File: src/rtl/alu_result_buffer.sv
// rtl/alu_result_buffer.sv - registered FIFO of 64-bit ALU results with tags, between the ALU and writeback
// Defining ALU_RESBUF_FLAGS_EN stores zero/neg/hi_nz flags per entry; without it the three flag outputs are tied to 0.
module alu_result_buffer #(
  parameter int DEPTH = 4,
  parameter int TAG_W = 4
) (
  input  logic                     clock,
  input  logic                     reset,
  input  logic                     in_valid,
  output logic                     in_ready,
  input  logic [63:0]              in_result,
  input  logic [TAG_W-1:0]         in_tag,
  output logic                     out_valid,
  input  logic                     out_ready,
  output logic [63:0]              out_result,
  output logic [TAG_W-1:0]         out_tag,
  output logic                     out_zero,
  output logic                     out_neg,
  output logic                     out_hi_nz,
  output logic [$clog2(DEPTH):0]   count
);

  localparam int PTR_W = $clog2(DEPTH);
  localparam int CNT_W = PTR_W + 1;
  localparam logic [CNT_W-1:0] FULL_CNT = CNT_W'(DEPTH);

  logic [PTR_W-1:0] wp_q, wp_d;
  logic [PTR_W-1:0] rp_q, rp_d;
  logic [CNT_W-1:0] count_q, count_d;
  logic             push, pop;

  logic [63:0]      result_mem_q [DEPTH];
  logic [TAG_W-1:0] tag_mem_q    [DEPTH];

  // Handshake status comes from registered occupancy only, so a pop cannot free a slot for a same-cycle push.
  always_comb begin
    in_ready  = (count_q != FULL_CNT);
    out_valid = (count_q != '0);
    push      = in_valid && in_ready;
    pop       = out_valid && out_ready;
    wp_d      = wp_q;
    rp_d      = rp_q;
    count_d   = count_q;
    if (push) wp_d = wp_q + PTR_W'(1);
    if (pop)  rp_d = rp_q + PTR_W'(1);
    case ({push, pop})
      2'b10:   count_d = count_q + CNT_W'(1);
      2'b01:   count_d = count_q - CNT_W'(1);
      default: count_d = count_q;
    endcase
  end

  always_ff @(posedge clock) begin
    if (reset) begin
      wp_q    <= '0;
      rp_q    <= '0;
      count_q <= '0;
    end else begin
      wp_q    <= wp_d;
      rp_q    <= rp_d;
      count_q <= count_d;
    end
  end

  // Entry storage is deliberately left unreset; stale contents are masked by out_valid.
  always_ff @(posedge clock) begin
    if (push) begin
      result_mem_q[wp_q] <= in_result;
      tag_mem_q[wp_q]    <= in_tag;
    end
  end

  assign count = count_q;

  always_comb begin
    out_result = '0;
    out_tag    = '0;
    if (out_valid) begin
      out_result = result_mem_q[rp_q];
      out_tag    = tag_mem_q[rp_q];
    end
  end

`ifdef ALU_RESBUF_FLAGS_EN
  logic [2:0] flag_mem_q [DEPTH];
  logic [2:0] in_flags;

  // Flag order: {zero, neg (bit 31), hi_nz}; computed once at capture time.
  always_comb begin
    in_flags = {(in_result == 64'h0), in_result[31], (|in_result[63:32])};
  end

  always_ff @(posedge clock) begin
    if (push) flag_mem_q[wp_q] <= in_flags;
  end

  always_comb begin
    out_zero  = 1'b0;
    out_neg   = 1'b0;
    out_hi_nz = 1'b0;
    if (out_valid) begin
      out_zero  = flag_mem_q[rp_q][2];
      out_neg   = flag_mem_q[rp_q][1];
      out_hi_nz = flag_mem_q[rp_q][0];
    end
  end
`else
  assign out_zero  = 1'b0;
  assign out_neg   = 1'b0;
  assign out_hi_nz = 1'b0;
`endif

endmodule

File: config.mk
export PLATFORM = sky130hd
export DESIGN_NAME = alu_result_buffer
export DESIGN_NICKNAME = d
export VERILOG_FILES = /design/src/rtl/alu_result_buffer.sv
export SDC_FILE = /design/constraint.sdc
export NUM_CORES = 1
export LEC_CHECK = 0
export ABC_AREA = 1
export CAP_MARGIN = 20
export CORE_MARGIN = 8
export CORE_UTILIZATION = 55
export CTS_CLUSTER_SIZE = 14
export DETAILED_ROUTE_END_ITERATION = 6
export PLACE_DENSITY_LB_ADDON = 0.3
export SYNTH_ARGS = -nofsm -noshare
export SYNTH_HDL_FRONTEND = slang
export SYNTH_SLANG_ARGS = --single-unit
File: constraint.sdc
create_clock -name clock -period 6.5 [get_ports clock]
set_input_delay 1.95 -clock clock [delete_from_list [all_inputs] [get_ports clock]]
set_output_delay 1.95 -clock clock [all_outputs]
set_load 0.005 [all_outputs]
# Word level (Yosys, flattened, before mapping)
# Memory sizes are Yosys's and may differ from the RTL's. A register that Yosys moved wholly into a read port is not among the register bits.
# Cells that the tools add are included.
[op_classes] add_sub_neg=4 mux=9 eq_ne=3 n_reduce_logical=4
[op_table] operator="64-bit two-way mux" n=1
[op_table] operator="2-bit two-way mux" n=4
[op_table] operator="3-bit case mux with 2 select lines" n=1
[op_table] operator="2-bit by 1-bit adder with 2-bit output, second input constant" n=2
[op_table] operator="4-bit two-way mux" n=1
[op_table] operator="3-bit by 1-bit adder with 3-bit output, second input constant" n=1
[op_table] operator="3-bit inequality test, second input constant" n=1
[op_table] operator="3-bit nonzero test" n=1
[op_table] operator="3-bit by 1-bit subtractor with 3-bit output, second input constant" n=1
[op_table] operator="2-bit by 1-bit equality test with 1-bit output, second input constant" n=1
[op_table] operator="2-bit equality test, second input constant" n=1
[op_table] operator="1-bit logical AND" n=2
[op_table] operator="1-bit two-way mux" n=2
[op_table] operator="2-bit nonzero test" n=1
[totals] wordCells=25 ramBits=272 reg_bits=7 out_inout_bits=76 memories=2 input_bits=72
[mem_list] memory="result_mem_q" words=4 word_bits=64 rd=1 rd_ports_with_merged_regs=1 wr=1 line_no="32" rtl="logic [63:0] result_mem_q [DEPTH];"
[mem_list] memory="tag_mem_q" words=4 word_bits=4 rd=1 rd_ports_with_merged_regs=1 wr=1 line_no="33" rtl="logic [TAG_W-1:0] tag_mem_q [DEPTH];"

# Logic depth before layout (Yosys ltp)
[logic_depth] depth_word=4 depth_mapped=13 depth_no_buf=13

# Worst setup path before layout
# No wires, ideal clock.
[synth_path] path_kind="input port to flip-flop" startpoint="in in_valid" endpoint="mem result_mem_q[0][0] (enable)" setup_slack_ns=1.064 setup_ns=0.495 t_required_ns=6.005 arrival_time_ns=4.941 path_stages=2 n_path_buf=0 path_cell_list="nand2_1 -> nor2_1"
[synth_via] elab_chain_len=3
[synth_lines] item="from (decl)" line_no="9" rtl="input logic in_valid,"
[synth_lines] item="1-bit logical AND" line_no="39" rtl="push = in_valid && in_ready;"
[synth_lines] item="1-bit two-way mux" line_no="67" rtl="if (push) begin"
[synth_lines] item="1-bit two-way mux (implied by the code)" line_no="68" rtl="result_mem_q[wp_q] <= in_result;"
[synth_lines] item="to (decl)" line_no="32"
# No other way between the ends.

==> qor.csv <==
stage,metric,value,unit
outcome,status,"complete, no violations",
critical_path,crit_required,4550,ps
critical_path,startpoint_type,flop,
sta,fin_crit,5300,ps
floorplanning,ios,148,
critical_path,critPathSlowestCell,dfxtp_4,
placed_design,place_area,0.0126,mm2
finish,final_cell_mix,"nor2_1, edfxtp_1, clkdlybuf4s50_1",
floorplanning,row_count,51,
power,powerDensity,394,mW/mm2
floorplanning,coreArea,0.0196,mm2
sta,drv_slew,0,
flow_run,max-cap-violations,0,
route,routed.top_layer,met5,
clocking,cts.sinks,281,
clocking,cts_max_level,1,
finish,nNetsFinal,1084,
critical_path,crit_fanout,64,
critical_path,rr_startpoint,count[1]$_SDFFE_PP0P_,
route,wl_met3,1660,um
critical_path,cpPeakStageDelay,790,ps
clocking,cts_resized,0,
route,wl_met1,10200,um
finish,nFillCells,1407,
grt,grt_pass1_wl,36800,um
synthesis,yosysSeqAreaShare,75.8,%
placed_design,dp_hpwl,13500,um
placed_design,port_buffers,144,
grt,gr-total-overflow,0,
route,drt_pass1_iterations,5,
sta,holdWs,513,ps
clocking,hold_buffers,0,
route,postRouteAntennaNets,0,
sta,rsz0062_at_grt,false,
hold_path,hold_path_class,flop to flop,
route,met2WireLength,11700,um
route,postRouteWirelength,24000,um
synthesis,syn_area,0.0110,mm2
power,cellLeakagePower,4.53,nW
finish,areaGrowthSynthToFinish,21.6,%
finish,layout_commonest_cell,nor2_1,
finish,multi_input_area,0.00232,mm2
grt,grt_pass1_vias,7060,
sta,setup_ws,1200,ps
synthesis,synth.avg_cell_area,12.6,um2
critical_path,cp_top_family,buffers and inverters,
synthesis,yosysTopAreaCell,edfxtp_1,
sta,finalCritPeriodShare,81.5,%
synthesis,ys_types,19,
sta,max_freq,0.189,GHz
critical_path,cp.arrival,3350,ps
critical_path,crit_type,flop to primary output,
hold_path,min_to,wp_q[1]$_SDFFE_PP0P_,
floorplanning,fp.dieArea,0.0248,mm2
floorplanning,initial_core_util,56.2,%
sta,max-slew-margin-rel,31.9,%
synthesis,synth_area_leaders,"edfxtp_1, nor2_1, o21ai_0, a21oi_1, o21ai_1",
finish,final_util,68.4,%
route,viasPerCell,5.43,
floorplanning,die_x,158,um
clocking,tritoncts,built,
power,ir_worst_vdd,372,uV
clocking,cts-root-buf,clkbuf_16,
hold_path,whs_path_depth,2,
hold_path,worstHoldStart,wp_q[1]$_SDFFE_PP0P_,
critical_path,reg2reg_depth,5,
synthesis,yosys_warnings,0,
placed_design,post-place-ws,1770,ps
critical_path,reg2reg_to,result_mem_q[3][17]$_DFFE_PP_,
sta,tightestPinTransition,1020,ps
route,wl_per_cell,18.6,um
synthesis,synth_top_area_share,74.1,%
route,drt-initial-drc-count,529,
sta,tns,0,ps
clocking,cts_buffers,27,
sta,report.final.setup_viol,0,
grt,grt_start_max_net_pins,75,
clocking,clk_latency,520,ps
grt,antenna_found_initial,2,
finish,seq_area,0.00835,mm2
sta,fin_skew,16.6,ps
critical_path,reg2reg_slack,4040,ps
finish,final_area,0.0134,mm2
finish,drive_above_1_share,5.26,%
route,num_vias,7022,
critical_path,endpoint_kind,primary output,
clocking,cts.clk_slew.worst_paths,60,ps
critical_path,path_cells,"clkinv_2, buf_4, o21ai_0, a21oi_1, clkdlybuf4s50_1",
floorplanning,die_h,158,um
critical_path,cp.buffers_inverters,3,
sta,hold_viol,0,
synthesis,ys_ff_latch,281,
route,drc,0,
clocking,post_cts_buffers,0,
clocking,clock_path_buffers,3,
placed_design,place_congestion,0.707,
synthesis,synthCells,874,
grt,track_usage,19.0,%
-- per-layer routing --
layer | vias up | GRT usage (%)
met1 | 3422 | 24.7
met2 | 220 | 31.8
li1 | 3342 | -
met5 | - | 0
met3 | 36 | 4.00
met4 | 2 | 5.30
-- stage by stage --
step                power, mW  std cells
finish                   5.27       1292
global placement         3.90       1242
global route             5.55       1292
CTS                      5.33       1291
floorplan                3.07        876
detailed placement       3.93       1242
-- where the power goes --
| part | total, mW | internal [mW] | switching (mW) |
|---|---|---|---|
| combinational | 1.65 | 0.758 | 0.893 |
| clock | 1.39 | 0.772 | 0.617 |
| sequential | 2.23 | 2.15 | 0.0787 |
| total | 5.27 | 3.69 | 1.59 |
-- Yosys cell counts, drive strengths merged --
master,instances
nand2,15
edfxtp,272
conb,1
a21oi,73
o21ai,138
fa,1
buf,30
nand3,5
inv,19
nor2,282
dfxtp,9
ha,5
clkbuf,24
-- final cells by class --
type | instances | share of cell area [%]
flip-flops and latches | 281 | 62.4
multi-input cells | 522 | 17.3
repair buffers | 155 | 11.5
clock buffers | 36 | 5.37
well taps | 265 | 2.48
inverters | 19 | 0.542
clock inverters | 13 | 0.439
diodes | 1 | 0.0187
-- sequential cells by signal, indices dropped and copies added (netlist names), named ones only --
signal / flops
wp_q: 2
count: 3
rp_q: 2
tag_mem_q: 16
result_mem_q: 256
-- worst max path at each step --
stage	from	to	slack (ps)	depth (start not counted)
global route	flop	out_result[16]	950	5
finish	flop	out_result[15]	1200	5
floorplan	in_valid	result_mem_q[0][0]$_DFFE_PP_	1060	2
detailed placement	flop	out_result[15]	1770	5
CTS	flop	out_result[15]	1200	5
global placement	flop	out_result[20]	1880	5
-- worst register-to-register path, stage by stage (launching register included) --
cell and delay (ps):
dfxtp_1 390, nor2_1 80, nand2_1 110, nand2_1 290, nor2_4 850, buf_12 380
-- cells by family (layout without fill, tap and decap cells) --
logic type	after synthesis	in the layout	synth area share (%)
AND/OR/NAND/NOR	302	302	10.3
flip-flops	281	281	75.8
AO/OA/AOI/OAI	211	211	9.58
buffers and inverters	73	223	3.52
adder cells (fa/ha/maj)	6	6	0.749
other	1	4	0.0340
Power figures use the tool's default switching activity.
